[src/rtl/rv32i_pkg.sv]
// Shared rv32i definitions: opcode/funct3 constants, memory-stage FSM states
// and the lane helpers used by the memory-access stage.
package rv32i_pkg;

    localparam logic [6:0] OPC_LOAD  = 7'b0000011;
    localparam logic [6:0] OPC_STORE = 7'b0100011;

    localparam logic [2:0] F3_B  = 3'b000;
    localparam logic [2:0] F3_H  = 3'b001;
    localparam logic [2:0] F3_W  = 3'b010;
    localparam logic [2:0] F3_BU = 3'b100;
    localparam logic [2:0] F3_HU = 3'b101;

    typedef enum logic {
        IDLE = 1'b0,
        BUSY = 1'b1
    } mem_state_t;

    function automatic logic [3:0] byte_enables(input logic [2:0] f3, input logic [1:0] lane);
        logic [3:0] be;
        case (f3)
            F3_B, F3_BU: be = 4'b0001 << lane;
            F3_H, F3_HU: be = 4'b0011 << {lane[1], 1'b0};
            default:     be = 4'b1111;
        endcase
        return be;
    endfunction

    function automatic logic is_misaligned(input logic [2:0] f3, input logic [1:0] lane);
        logic mis;
        case (f3)
            F3_H, F3_HU: mis = lane[0];
            F3_W:        mis = (lane != 2'b00);
            default:     mis = 1'b0;
        endcase
        return mis;
    endfunction

    function automatic logic [31:0] store_data(input logic [2:0] f3, input logic [31:0] rs2);
        logic [31:0] d;
        case (f3)
            F3_B:    d = {4{rs2[7:0]}};
            F3_H:    d = {2{rs2[15:0]}};
            default: d = rs2;
        endcase
        return d;
    endfunction

endpackage

[src/rtl/rv32i_loadAlign.sv]
// Load data alignment: picks the byte/half lane named by the low address bits
// out of the bus word and sign- or zero-extends it to 32 bits.
module rv32i_loadAlign
    import rv32i_pkg::*;
(
    input  logic [31:0] rdata,
    input  logic [1:0]  lane,
    input  logic [2:0]  funct3,
    output logic [31:0] value
);

    logic [7:0]  byte_sel;
    logic [15:0] half_sel;

    always_comb begin
        byte_sel = rdata[{lane, 3'b000} +: 8];
        half_sel = lane[1] ? rdata[31:16] : rdata[15:0];
        case (funct3)
            F3_B:    value = {{24{byte_sel[7]}}, byte_sel};
            F3_BU:   value = {24'd0, byte_sel};
            F3_H:    value = {{16{half_sel[15]}}, half_sel};
            F3_HU:   value = {16'd0, half_sel};
            default: value = rdata;
        endcase
    end

endmodule

[src/rtl/rv32i_memtop.sv]
// rv32i memory-access stage: single-outstanding req/ack data bus with upstream
// stall, bus timeout, misalignment trap and registered writeback forwarding.
module rv32i_memtop
    import rv32i_pkg::*;
#(
    parameter int unsigned TIMEOUT = 255
) (
    input  logic        clk,
    input  logic        reset,
    input  logic [31:0] alu_in,
    input  logic [31:0] iw_in,
    input  logic [31:0] pc_in,
    input  logic [31:0] rs2_data_in,
    input  logic [4:0]  wb_reg_in,
    input  logic        wb_en_in,
    output logic        stall,
    output logic        mem_req,
    output logic        mem_we,
    output logic [31:0] mem_addr,
    output logic [3:0]  mem_be,
    output logic [31:0] mem_wdata,
    input  logic [31:0] mem_rdata,
    input  logic        mem_ack,
    output logic [31:0] wb_data_out,
    output logic [31:0] iw_out,
    output logic [31:0] pc_out,
    output logic [4:0]  wb_reg_out,
    output logic        wb_en_out,
    output logic        misalign_err,
    output logic        bus_err,
    output logic        df_mem_enable,
    output logic [4:0]  df_mem_reg,
    output logic [31:0] df_mem_data
);

    localparam int CNT_W = (TIMEOUT > 1) ? $clog2(TIMEOUT) : 1;
    localparam logic [CNT_W-1:0] CNT_LAST = CNT_W'(TIMEOUT - 1);

    mem_state_t       state;
    logic [CNT_W-1:0] wait_cnt;

    logic [31:0] req_addr;
    logic [31:0] req_wdata;
    logic [31:0] req_iw;
    logic [31:0] req_pc;
    logic [3:0]  req_be;
    logic [2:0]  req_f3;
    logic [4:0]  req_wb_reg;
    logic        req_we;
    logic        req_wb_en;

    logic [2:0]  f3;
    logic        is_load;
    logic        is_store;
    logic        mem_op;
    logic        misaligned;
    logic [31:0] load_value;

    assign f3         = iw_in[14:12];
    assign is_load    = (iw_in[6:0] == OPC_LOAD);
    assign is_store   = (iw_in[6:0] == OPC_STORE);
    assign mem_op     = (is_load && (f3 inside {F3_B, F3_H, F3_W, F3_BU, F3_HU})) ||
                        (is_store && (f3 inside {F3_B, F3_H, F3_W}));
    assign misaligned = mem_op && is_misaligned(f3, alu_in[1:0]);

    // Bus side is driven purely from state and request registers.
    assign stall     = (state == BUSY);
    assign mem_req   = stall;
    assign mem_we    = stall && req_we;
    assign mem_addr  = stall ? {req_addr[31:2], 2'b00} : 32'd0;
    assign mem_be    = stall ? req_be : 4'd0;
    assign mem_wdata = stall ? req_wdata : 32'd0;

    assign df_mem_enable = wb_en_out;
    assign df_mem_reg    = wb_reg_out;
    assign df_mem_data   = wb_data_out;

    rv32i_loadAlign u_load_align (
        .rdata  (mem_rdata),
        .lane   (req_addr[1:0]),
        .funct3 (req_f3),
        .value  (load_value)
    );

    always_ff @(posedge clk) begin
        if (reset) begin
            state        <= IDLE;
            wait_cnt     <= '0;
            req_addr     <= '0;
            req_wdata    <= '0;
            req_iw       <= '0;
            req_pc       <= '0;
            req_be       <= '0;
            req_f3       <= '0;
            req_wb_reg   <= '0;
            req_we       <= 1'b0;
            req_wb_en    <= 1'b0;
            wb_data_out  <= '0;
            iw_out       <= '0;
            pc_out       <= '0;
            wb_reg_out   <= '0;
            wb_en_out    <= 1'b0;
            misalign_err <= 1'b0;
            bus_err      <= 1'b0;
        end else begin
            misalign_err <= 1'b0;
            bus_err      <= 1'b0;
            case (state)
                IDLE: begin
                    if (mem_op && !misaligned) begin
                        state      <= BUSY;
                        wait_cnt   <= '0;
                        req_addr   <= alu_in;
                        req_wdata  <= store_data(f3, rs2_data_in);
                        req_be     <= byte_enables(f3, alu_in[1:0]);
                        req_we     <= is_store;
                        req_f3     <= f3;
                        req_iw     <= iw_in;
                        req_pc     <= pc_in;
                        req_wb_reg <= wb_reg_in;
                        req_wb_en  <= wb_en_in;
                        // Bubble towards writeback while the access is in flight.
                        wb_data_out <= '0;
                        iw_out      <= '0;
                        pc_out      <= '0;
                        wb_reg_out  <= '0;
                        wb_en_out   <= 1'b0;
                    end else begin
                        wb_data_out  <= alu_in;
                        iw_out       <= iw_in;
                        pc_out       <= pc_in;
                        wb_reg_out   <= wb_reg_in;
                        wb_en_out    <= wb_en_in && !is_load && !is_store;
                        misalign_err <= misaligned;
                    end
                end
                BUSY: begin
                    if (mem_ack || (wait_cnt == CNT_LAST)) begin
                        state       <= IDLE;
                        iw_out      <= req_iw;
                        pc_out      <= req_pc;
                        wb_reg_out  <= req_wb_reg;
                        wb_data_out <= (mem_ack && !req_we) ? load_value : req_addr;
                        wb_en_out   <= mem_ack && !req_we && req_wb_en;
                        bus_err     <= !mem_ack;
                    end else begin
                        wait_cnt  <= wait_cnt + CNT_W'(1);
                        wb_en_out <= 1'b0;
                    end
                end
                default: state <= IDLE;
            endcase
        end
    end

endmodule

[config.mk]
export PLATFORM = sky130hd
export DESIGN_NAME = rv32i_memtop
export DESIGN_NICKNAME = d
export VERILOG_FILES = /design/src/rtl/rv32i_pkg.sv /design/src/rtl/rv32i_loadAlign.sv /design/src/rtl/rv32i_memtop.sv
export SDC_FILE = /design/constraint.sdc
export NUM_CORES = 1
export LEC_CHECK = 0
export ABC_AREA = 1
export CORE_ASPECT_RATIO = 0.75
export CORE_MARGIN = 2
export CORE_UTILIZATION = 35
export DETAILED_ROUTE_END_ITERATION = 12
export PLACE_DENSITY = 0.66
export SETUP_SLACK_MARGIN = 0.02
export SLEW_MARGIN = 20
export SYNTH_ARGS = -nofsm -noshare
export SYNTH_HDL_FRONTEND = slang
export SYNTH_SLANG_ARGS = --single-unit
[constraint.sdc]
create_clock -name clk -period 2.3 [get_ports clk]
set_input_delay 0.46 -clock clk [delete_from_list [all_inputs] [get_ports clk]]
set_output_delay 0.46 -clock clk [all_outputs]
set_load 0.01 [all_outputs]
==> metrics.md <==
| Metric | Value |
|---|---|
| Worst clock skew | `0.0179 ns` |
| IO Pins | `382` |
| Antenna viol nets, final | `0` |
| Hold path start | `reset` |
| PD cells | `576 mW/mm^2` |
| CTS tree | `done` |
| Final WS setup | `0.0784 ns` |
| Die Width | `224 um` |
| Initial antenna violation count | `1` |
| F_max | `0.450 GHz` |
| Register-to-Register Path Depth | `10` |
| Post-synth EDFFs | `0` |
| Clk pwr share | `44.2%` |
| Layout cells sized above 1 | `5.68%` |
| Top-count cell post-synth | `nand2_1` |
| Switch Pwr | `2.53 mW` |
| GR Util All Layers | `23.4%` |
| Hold bufs inserted after CTS | `0` |
| Sequential power share | `43.9%` |
| Final Setup Violations | `0` |
| Place WS | `-0.118 ns` |
| Max-Cap Viols | `0` |
| Comb pwr share | `11.9%` |
| Critical Path Fanout Max | `12` |
| FF+latch count, synth | `252` |
| Most frequent cells after synthesis | `nand2_1 (678), inv_1 (269), dfxtp_1 (252)` |
| Max Root-Sink Buffers | `3` |
| Die ar. | `0.0379 mm^2` |
| Starting density of the core | `35.5%` |
| Core box area | `0.0358 mm^2` |
| Switching portion of total power | `24.4%` |
| Final Util | `50.2%` |
| Post-Route WL | `46100 um` |
| Critical path required time | `1.84 ns` |
| Post-synth top flop | `dfxtp_1` |
| CP startpoint kind | `flip-flop` |
| Hold worst-path end | `req_be[3]` |
| Hold Path Depth | `2` |
| I/O Buffers | `379` |
| FF-to-FF End | `df_mem_data[10]` |
| 1st-iter DRT viols | `1225` |
| Synth Area per Inst | `6.28 um^2` |
| R2r startpoint | `mem_req` |
| Area contributors post-synth | `dfxtp_1 (40%), nand2_1 (20%), a21oi_1 (8.3%)` |
| Detailed-route wire length per cell | `16.3 um` |
| HPWL after DPL | `32300 um` |
| Grt met2 use | `38.8%` |
| Grt total ovfl | `0` |
| Synthesis warning total | `0` |
| Crit path DAT | `1.76 ns` |
| Share of the synthesized area in the top cell type | `39.6%` |
| First-pass GRT wire length | `71000 um` |
| Max_slew headroom | `57.5%` |
| CP max stage delay | `0.53 ns` |
| Area grow syn2layout | `41.3%` |
| Asr flop ratio synth | `0%` |
| Layout net count | `2514` |
| DRC | `0` |
| Register area share after synthesis | `39.6%` |
| Setup CP Type | `flip-flop to primary output` |
| DRT Pass-1 Iters | `5` |
| Layer with the highest usage | `met2` |
| Via count | `13800` |
| Post-Syn Area | `0.0127 mm^2` |
| RD Place Congestion | `0.924` |
| Row count | `60` |
| Final Hold Fails | `0` |
| Reg2reg setup slack | `0.41 ns` |
| Leak Pwr | `8.46 nW` |
| Worst slew pin tran | `0.638 ns` |
| Pint | `7.83 mW` |
| Worst skew pair latency | `0.56 ns` |
| Vias in the first global route | `13000` |
| Post-Synthesis Cells | `2027` |
| Worst setup EP type | `primary output` |
| Layout fillers | `3573` |
| Post-synth top area cell | `dfxtp_1` |
| Min Hold Slack | `0.154 ns` |
| CP cell instances | `buf_12 > nand2_1 > inv_1 > clkdlybuf4s50_1` |
| Slew Viols, Final | `0` |
| Ratio of final minimum period to clock period | `96.6%` |
| Largest net degree at the start of global routing | `114` |
| Worst path bufs/invs | `3` |
| Met3 GRT Util | `3.58%` |
| CTS buffer count | `28` |
| Status | `completed` |
| Tot Pwr | `10.4 mW` |
| Clock-pin transition on the worst setup and hold timing paths | `0.06 ns` |
| Slowest cell on the critical path | `clkdlybuf4s50_1` |
| Die Ht | `169 um` |
| Met1 Use GR | `31.4%` |
| Vias/cell | `4.88` |
| Crit-path leading delay family | `buffers and inverters` |
| Yosys cell types | `30` |
| H-tree depth | `1` |
| RSZ-0062 raised after global routing | `yes` |
| CTS root buf | `clkbuf_16` |
| Peak VDD IR | `0.000584 V` |
| Minimum clock period | `2.22 ns` |
| Clock Sinks | `252` |
| Hold crit path type | `primary input to flip-flop` |
-- cells in the final DEF, fill, tap and decap left out, drive strengths merged --
| cell | netlist | routed |
|---|---|---|
| inv | 273 | 270 |
| nand3b | 5 | 5 |
| diode | 0 | 1 |
| nor3 | 2 | 2 |
| clkdlybuf4s50 | 0 | 313 |
| dlymetal6s2s | 0 | 5 |
| a31oi | 4 | 4 |
| o21ai | 109 | 109 |
| conb | 1 | 2 |
| o311ai | 1 | 1 |
| buf | 94 | 76 |
| nand3 | 172 | 172 |
| clkbuf | 76 | 40 |
| nor2 | 137 | 137 |
| a21oi | 210 | 210 |
| nand4 | 4 | 4 |
| or2 | 1 | 1 |
| dfxtp | 252 | 252 |
| clkinv | 0 | 8 |
| bufinv | 0 | 2 |
| xor2 | 2 | 2 |
| o211ai | 1 | 1 |
| clkdlybuf4s15 | 0 | 14 |
| o2111ai | 1 | 1 |
| bufbuf | 0 | 1 |
| dlygate4sd2 | 0 | 46 |
| clkinvlp | 0 | 1 |
| nand2 | 679 | 679 |
| o21bai | 1 | 1 |
| ha | 2 | 2 |
-- worst reg2reg max path, delay by kind of cell (launching register included) --
family | cells | cell delay, ns
buf+inv | 5 | 0.66
compound gates | 1 | 0.20
flops | 1 | 0.40
simple gates | 4 | 0.60
-- cells by family (layout without fill, tap and decap cells) --
| logic type | after synthesis | in the layout | synth area share, % |
|---|---|---|---|
| AND/OR/NAND/NOR | 1000 | 1000 | 31.6 |
| buffers and inverters | 443 | 776 | 15.4 |
| AO/OA/AOI/OAI | 327 | 327 | 13.0 |
| flip-flops | 252 | 252 | 39.6 |
| adder cells (fa/ha/maj) | 2 | 2 | 0.197 |
| XOR/XNOR | 2 | 2 | 0.138 |
| other | 1 | 3 | 0.0295 |
-- cell type report --
type                       instances  area (um^2)  share of cell area (%)
clock inverter                     8         96.3                   0.536
clock buffer                      40          827                    4.60
multi-input combinational       1333         5740                    31.9
inverter                         273         1030                    5.71
tap                              465          582                    3.24
sequential                       252         5050                    28.1
timing repair buffer             455         4660                    25.9
antenna                            1         2.50                  0.0139
-- routing by layer --
| metal | vias up | wire length, um |
|---|---|---|
| met5 | - | 0 |
| li1 | 6852 | - |
| met1 | 6351 | 20600 |
| met3 | 78 | 2930 |
| met2 | 526 | 21200 |
| met4 | 0 | 1400 |
-- power by group through the flow --
stage | sequential [mW] | clock (mW) | combinational [mW]
4_1_cts | 4.56 | 4.68 | 1.23
3_5_place_dp | 4.65 | 0 | 1.22
3_3_place_gp | 4.65 | 0 | 1.21
2_1_floorplan | 4.68 | 0 | 0.458
5_1_grt | 4.57 | 4.88 | 1.32
6_report | 4.55 | 4.58 | 1.23
-- worst max-delay path by stage --
stage / slack [ns] / depth (start not counted) / endpoint / from
5_1_grt: 0.02 / 6 / mem_addr[27] / mem_req
4_1_cts: 0.03 / 6 / mem_wdata[7] / mem_req
3_5_place_dp: -0.12 / 10 / req_addr[5] / iw_in[14]
3_3_place_gp: -0.08 / 10 / req_iw[22] / iw_in[14]
2_1_floorplan: 0.38 / 6 / mem_addr[25] / mem_req
6_report: 0.08 / 4 / mem_wdata[9] / mem_req
-- metrics by stage --
step	cell area [um^2]	instances	TNS (ns)
2_1_floorplan	12700	2028	0
3_3_place_gp	16900	2769	-5.33
3_5_place_dp	16900	2769	-7.98
4_1_cts	17900	2825	0
5_1_grt	18000	2827	0
6_report	18000	2827	0
-- repair_timing --
item / in CTS / in global routing
resized for setup: 65 / 19
setup endpoints to repair: 69 / 25
gates cloned: 2 / 0
buffers inserted: 6 / 1
Power figures use the tool's default switching activity.
